===== config.mk =====
export PLATFORM = sky130hd
export DESIGN_NAME = packed_result_unpacker
export DESIGN_NICKNAME = d
export VERILOG_FILES = /design/src/rtl/packed_result_unpacker.sv
export SDC_FILE = /design/constraint.sdc
export NUM_CORES = 1
export LEC_CHECK = 0
export ABC_AREA = 1
export CAP_MARGIN = 20
export CORE_MARGIN = 8
export CORE_UTILIZATION = 42
export CTS_CLUSTER_SIZE = 24
export DETAILED_ROUTE_END_ITERATION = 12
export PLACE_DENSITY = 0.76
export SYNTH_ARGS = -nofsm -noshare
export SYNTH_HDL_FRONTEND = slang
export SYNTH_SLANG_ARGS = --single-unit

===== constraint.sdc =====
create_clock -name clk -period 1.4 [get_ports clk]
set_clock_uncertainty 0.15 [all_clocks]
set_input_delay 0.14 -clock clk [delete_from_list [all_inputs] [get_ports clk]]
set_output_delay 0.14 -clock clk [all_outputs]
set_load 0.02 [all_outputs]

===== src/rtl/packed_result_unpacker.sv =====
// rtl/packed_result_unpacker.sv - splits packed signed result words into sign-extended output beats
// Optional feature macro: UNPACK_BEAT_COUNT_EN adds a 16-bit output beat counter port.
module packed_result_unpacker #(
    parameter int IN_WIDTH  = 32,
    parameter int OUT_WIDTH = 32
) (
    input  logic                 clk,
    input  logic                 reset,
    input  logic                 choose_8bit,
    input  logic                 in_valid,
    output logic                 in_ready,
    input  logic [IN_WIDTH-1:0]  in_data,
    output logic                 out_valid,
    input  logic                 out_ready,
    output logic [OUT_WIDTH-1:0] out_data,
    output logic                 out_lane,
    output logic                 out_last
`ifdef UNPACK_BEAT_COUNT_EN
    ,
    output logic [15:0]          beat_count
`endif
);

    localparam int HALF = IN_WIDTH / 2;

    typedef enum logic [1:0] {
        IDLE    = 2'd0,
        EMIT_LO = 2'd1,
        EMIT_HI = 2'd2
    } state_t;

    state_t               state;
    logic [HALF-1:0]      hold_hi;
    logic                 hold_mode;
    logic                 in_xfer;
    logic                 out_xfer;
    logic [OUT_WIDTH-1:0] first_beat;
    logic [OUT_WIDTH-1:0] hi_beat;

    // Accept a new word when idle, or when the final beat of the current word leaves this cycle.
    always_comb begin
        in_ready = reset && ((state == IDLE) || (out_last && out_ready));
        in_xfer  = in_valid && in_ready;
        out_xfer = out_valid && out_ready;
    end

    // First beat comes straight from the incoming word; the high lane comes from the held half.
    always_comb begin
        first_beat = '0;
        if (choose_8bit) begin
            first_beat = OUT_WIDTH'($signed(in_data[HALF-1:0]));
        end else begin
            first_beat = OUT_WIDTH'($signed(in_data));
        end
        hi_beat = OUT_WIDTH'($signed(hold_hi));
    end

    // Beat sequencer with registered outputs; a new capture always restarts at the low/full beat.
    always_ff @(posedge clk) begin
        if (!reset) begin
            state     <= IDLE;
            out_valid <= 1'b0;
            out_data  <= '0;
            out_lane  <= 1'b0;
            out_last  <= 1'b0;
            hold_hi   <= '0;
            hold_mode <= 1'b0;
        end else if (in_xfer) begin
            state     <= EMIT_LO;
            hold_hi   <= in_data[IN_WIDTH-1:HALF];
            hold_mode <= choose_8bit;
            out_valid <= 1'b1;
            out_data  <= first_beat;
            out_lane  <= 1'b0;
            out_last  <= !choose_8bit;
        end else begin
            case (state)
                EMIT_LO: begin
                    if (out_ready) begin
                        if (hold_mode) begin
                            state    <= EMIT_HI;
                            out_data <= hi_beat;
                            out_lane <= 1'b1;
                            out_last <= 1'b1;
                        end else begin
                            state     <= IDLE;
                            out_valid <= 1'b0;
                        end
                    end
                end
                EMIT_HI: begin
                    if (out_ready) begin
                        state     <= IDLE;
                        out_valid <= 1'b0;
                    end
                end
                default: begin
                    state     <= IDLE;
                    out_valid <= 1'b0;
                end
            endcase
        end
    end

`ifdef UNPACK_BEAT_COUNT_EN
    // Free-running count of accepted output beats, wrapping at 16 bits.
    always_ff @(posedge clk) begin
        if (!reset) begin
            beat_count <= 16'd0;
        end else if (out_xfer) begin
            beat_count <= beat_count + 16'd1;
        end
    end
`else
    logic unused_xfer;
    always_comb unused_xfer = out_xfer;
`endif

endmodule


==> impl_metrics.toml, run 1 <==
[floorplan]
pin_count = 73
die_height_um = 90.6
start_util_pct = 43.0
core_area_um2 = 5440
row_count = 27
fp.dieW_um = 90.6
die-area_um2 = 8210

[placed_design]
finalWeightedCongestion = 0.853
dp_hpwl_um = 4930
pre_cts_ws_ns = -0.488
port_buffers = 72

[logic_synthesis]
syn_area_um2 = 2340
syn_inst = 319
seq_area_frac_synth_pct = 46.2
yosys.area.top_type = "dfxtp_1"
yosys.area.top_type_share_pct = 46.2
avgSynthCellArea_um2 = 7.33
synth_warnings = 0
ys_top_cells_by_area = "dfxtp_1, o21ai_0, nor2_1, a21oi_1, nand2_1"
synth_seq_cells = 54
ys_types = 21
synth.net_count = 356

[power_and_ir_drop]
leakage_nw = 1.73
power_density_nw_per_um2 = 956
ir_drop_uv = 549

[cts]
cts_made_buffers = 5
ctsLongestPathBuffers = 2
cts_tree = "done"
cts_sinks = 54
cts_root_buffer = "clkbuf_8"
clk_latency_ns = 0.32
cts_max_level = 2
clk_pin_slew_worst_paths_ns = 0.10

[finish]
nets = 455
multi_input_area_um2 = 1320
nFillCells = 415
drive_gt1_share_pct = 30.8
area_growth_pct = 65.5
diodes = 0
regArea_um2 = 1090
finish.utilization_pct = 71.2

[timing]
holdWs_ns = 0.186
setup_slack_ns = -0.192
tightest_slew_ns = 0.324
slew_headroom_pct = 78.4
slew_viol_final = 0
rsz0062_at_grt = "yes"
min_period_ns = 1.59
report.final.setup_viol = 53
fmax_ghz = 0.628
hold_viol_final = 0
tns_ns = -6.61
fin_crit_sh_pct = 114

[critical_path]
crit_buf_inv = 4
cp.arrival_ns = 1.66
critPathSlowestCell = "dfxtp_2"
path_class = "flop to flop"
path_cells = "o21ai_4 > nand3_4 > nand2_4 > buf_12 > buf_12 > buf_16 > nand3_2 > inv_2 > nor2_1"
cp-end-kind = "flop"
crit_path_frequent_cell = "buf_12"
critical-path-top-delay-family = "buffers and inverters"
cp_slowest_stage_delay_ns = 0.36
worstPathRequired_ns = 1.47
worst_setup_path_start_kind = "flop"
cp_max_fo = 8

[grt]
antenna_found_initial = 0
track_usage_pct = 18.8
grt_pass1_wl_um = 12900
grt_max_degree = 34
grt_overflow = 0
grt_pass1_vias = 2625

[outcome]
status = "complete, but fails checks"
violations = "setup timing"

[detailed_routing]
drc = 0
drtAntennaViolNets = 0
drt_iter0_drc = 215
routed_wl_um = 7920
via_per_inst = 5.31
dr.pass1.iters = 5
wl_per_cell_um = 16.1
vias = 2607

[job]
maxCapViolations = 0

[worst_hold_path]
hp-class = "primary input to flop"
-- per-stage QoR --
step,power [mW],instance area [µm²],cells
after floorplan,2.18,2400,319
after detailed placement,2.56,3240,462
after CTS,3.65,3800,487
after global placement,2.55,3240,462
after global routing,3.85,3870,491
final,3.70,3870,491
-- path summary, 6_finish.rpt --
| kind | startpoint | slack [ns] | endpoint | cells past startpoint |
|---|---|---|---|---|
| max | state[1] | -0.19 | out_data[5] | 9 |
| max reg2reg | state[1] | -0.19 | out_data[5] | 9 |
| min | reset | 0.19 | out_last | 4 |
| min reg2reg | out_valid | 0.32 | out_valid | 2 |
-- area by class of cell --
class	instances	area share [%]
clock buffer	6	2.13
clock inverter	2	0.323
inverter	24	2.75
multi-input combinational	217	34.0
sequential	54	28.1
tap	72	2.33
timing repair buffer	116	30.3
-- placed cells by master, fill, tap and decap left out, drive strengths merged --
cell / instances
a21oi: 33
a31o: 1
and2: 1
buf: 45
clkbuf: 7
clkdlybuf4s50: 34
clkinv: 2
clkinvlp: 1
dfxtp: 54
dlygate4sd2: 35
dlygate4sd3: 1
inv: 23
nand2: 41
nand3: 22
nand4: 16
nor2: 52
nor3: 1
o21ai: 50
-- metal layers --
layer	global-route usage [%]	up-vias	wire length [µm]
li1	-	1265	-
met3	4.90	14	639
met1	23.1	1206	3410
met5	0	-	0
met4	6.38	0	128
met2	30.9	122	3750
-- flip-flops by register name (all words and copies together) (netlist names) --
signal and cells:
out_data 32, hold_hi 16, state 2, hold_mode 1, out_lane 1, out_last 1
out_valid 1
-- worst register-to-register path: cells and delay by family, from the launching register on --
kind | cells | cell delay, ns
and+or+nand+nor | 4 | 0.40
buffers and inverters | 4 | 0.40
DFF | 1 | 0.36
AOI/OAI and AO/OA | 1 | 0.19
-- synth_stat cells, drive strengths merged --
cell type / instances
a21oi: 33
a31o: 1
and2: 1
buf: 13
clkbuf: 11
clkinv: 1
dfxtp: 54
inv: 23
nand2: 41
nand3: 22
nand4: 16
nor2: 52
nor3: 1
o21ai: 50
-- where the power goes --
group	leakage [nW]	total (mW)	switching (mW)	internal, mW
Clock	0.0472	0.933	0.534	0.399
Combinational	1.24	1.07	0.575	0.496
Sequential	0.444	1.70	0.0533	1.64
-- cell families (layout without fill, tap and decap cells) --
logic type | after synthesis | count (layout) | share of synthesized area, %
flops | 54 | 54 | 46.2
compound gates | 84 | 84 | 18.6
simple gates | 133 | 133 | 25.3
buf+inv | 48 | 148 | 9.84
-- timing repair --
item | CTS | global route
setup endpoints to repair | 69 | 54
endpoints found under the hold margin | 2 | 0
resized for setup | 124 | 37
hold buffers | 1 | 0
pin swaps | 16 | 7
gates cloned | 4 | 1
buffers inserted | 12 | 5
No activity file was read; power rests on OpenSTA's default activity.
==> inputs of run 2 (changes only) <==
--- a/config.mk
+++ b/config.mk
@@ -12,6 +12,7 @@
 export CTS_CLUSTER_SIZE = 24
 export DETAILED_ROUTE_END_ITERATION = 12
 export PLACE_DENSITY = 0.76
+export SLEW_MARGIN = 20
 export SYNTH_ARGS = -nofsm -noshare
 export SYNTH_HDL_FRONTEND = slang
 export SYNTH_SLANG_ARGS = --single-unit
==> results of run 2 <==
Final layout, timing and power as in run 1 (identical DEF).
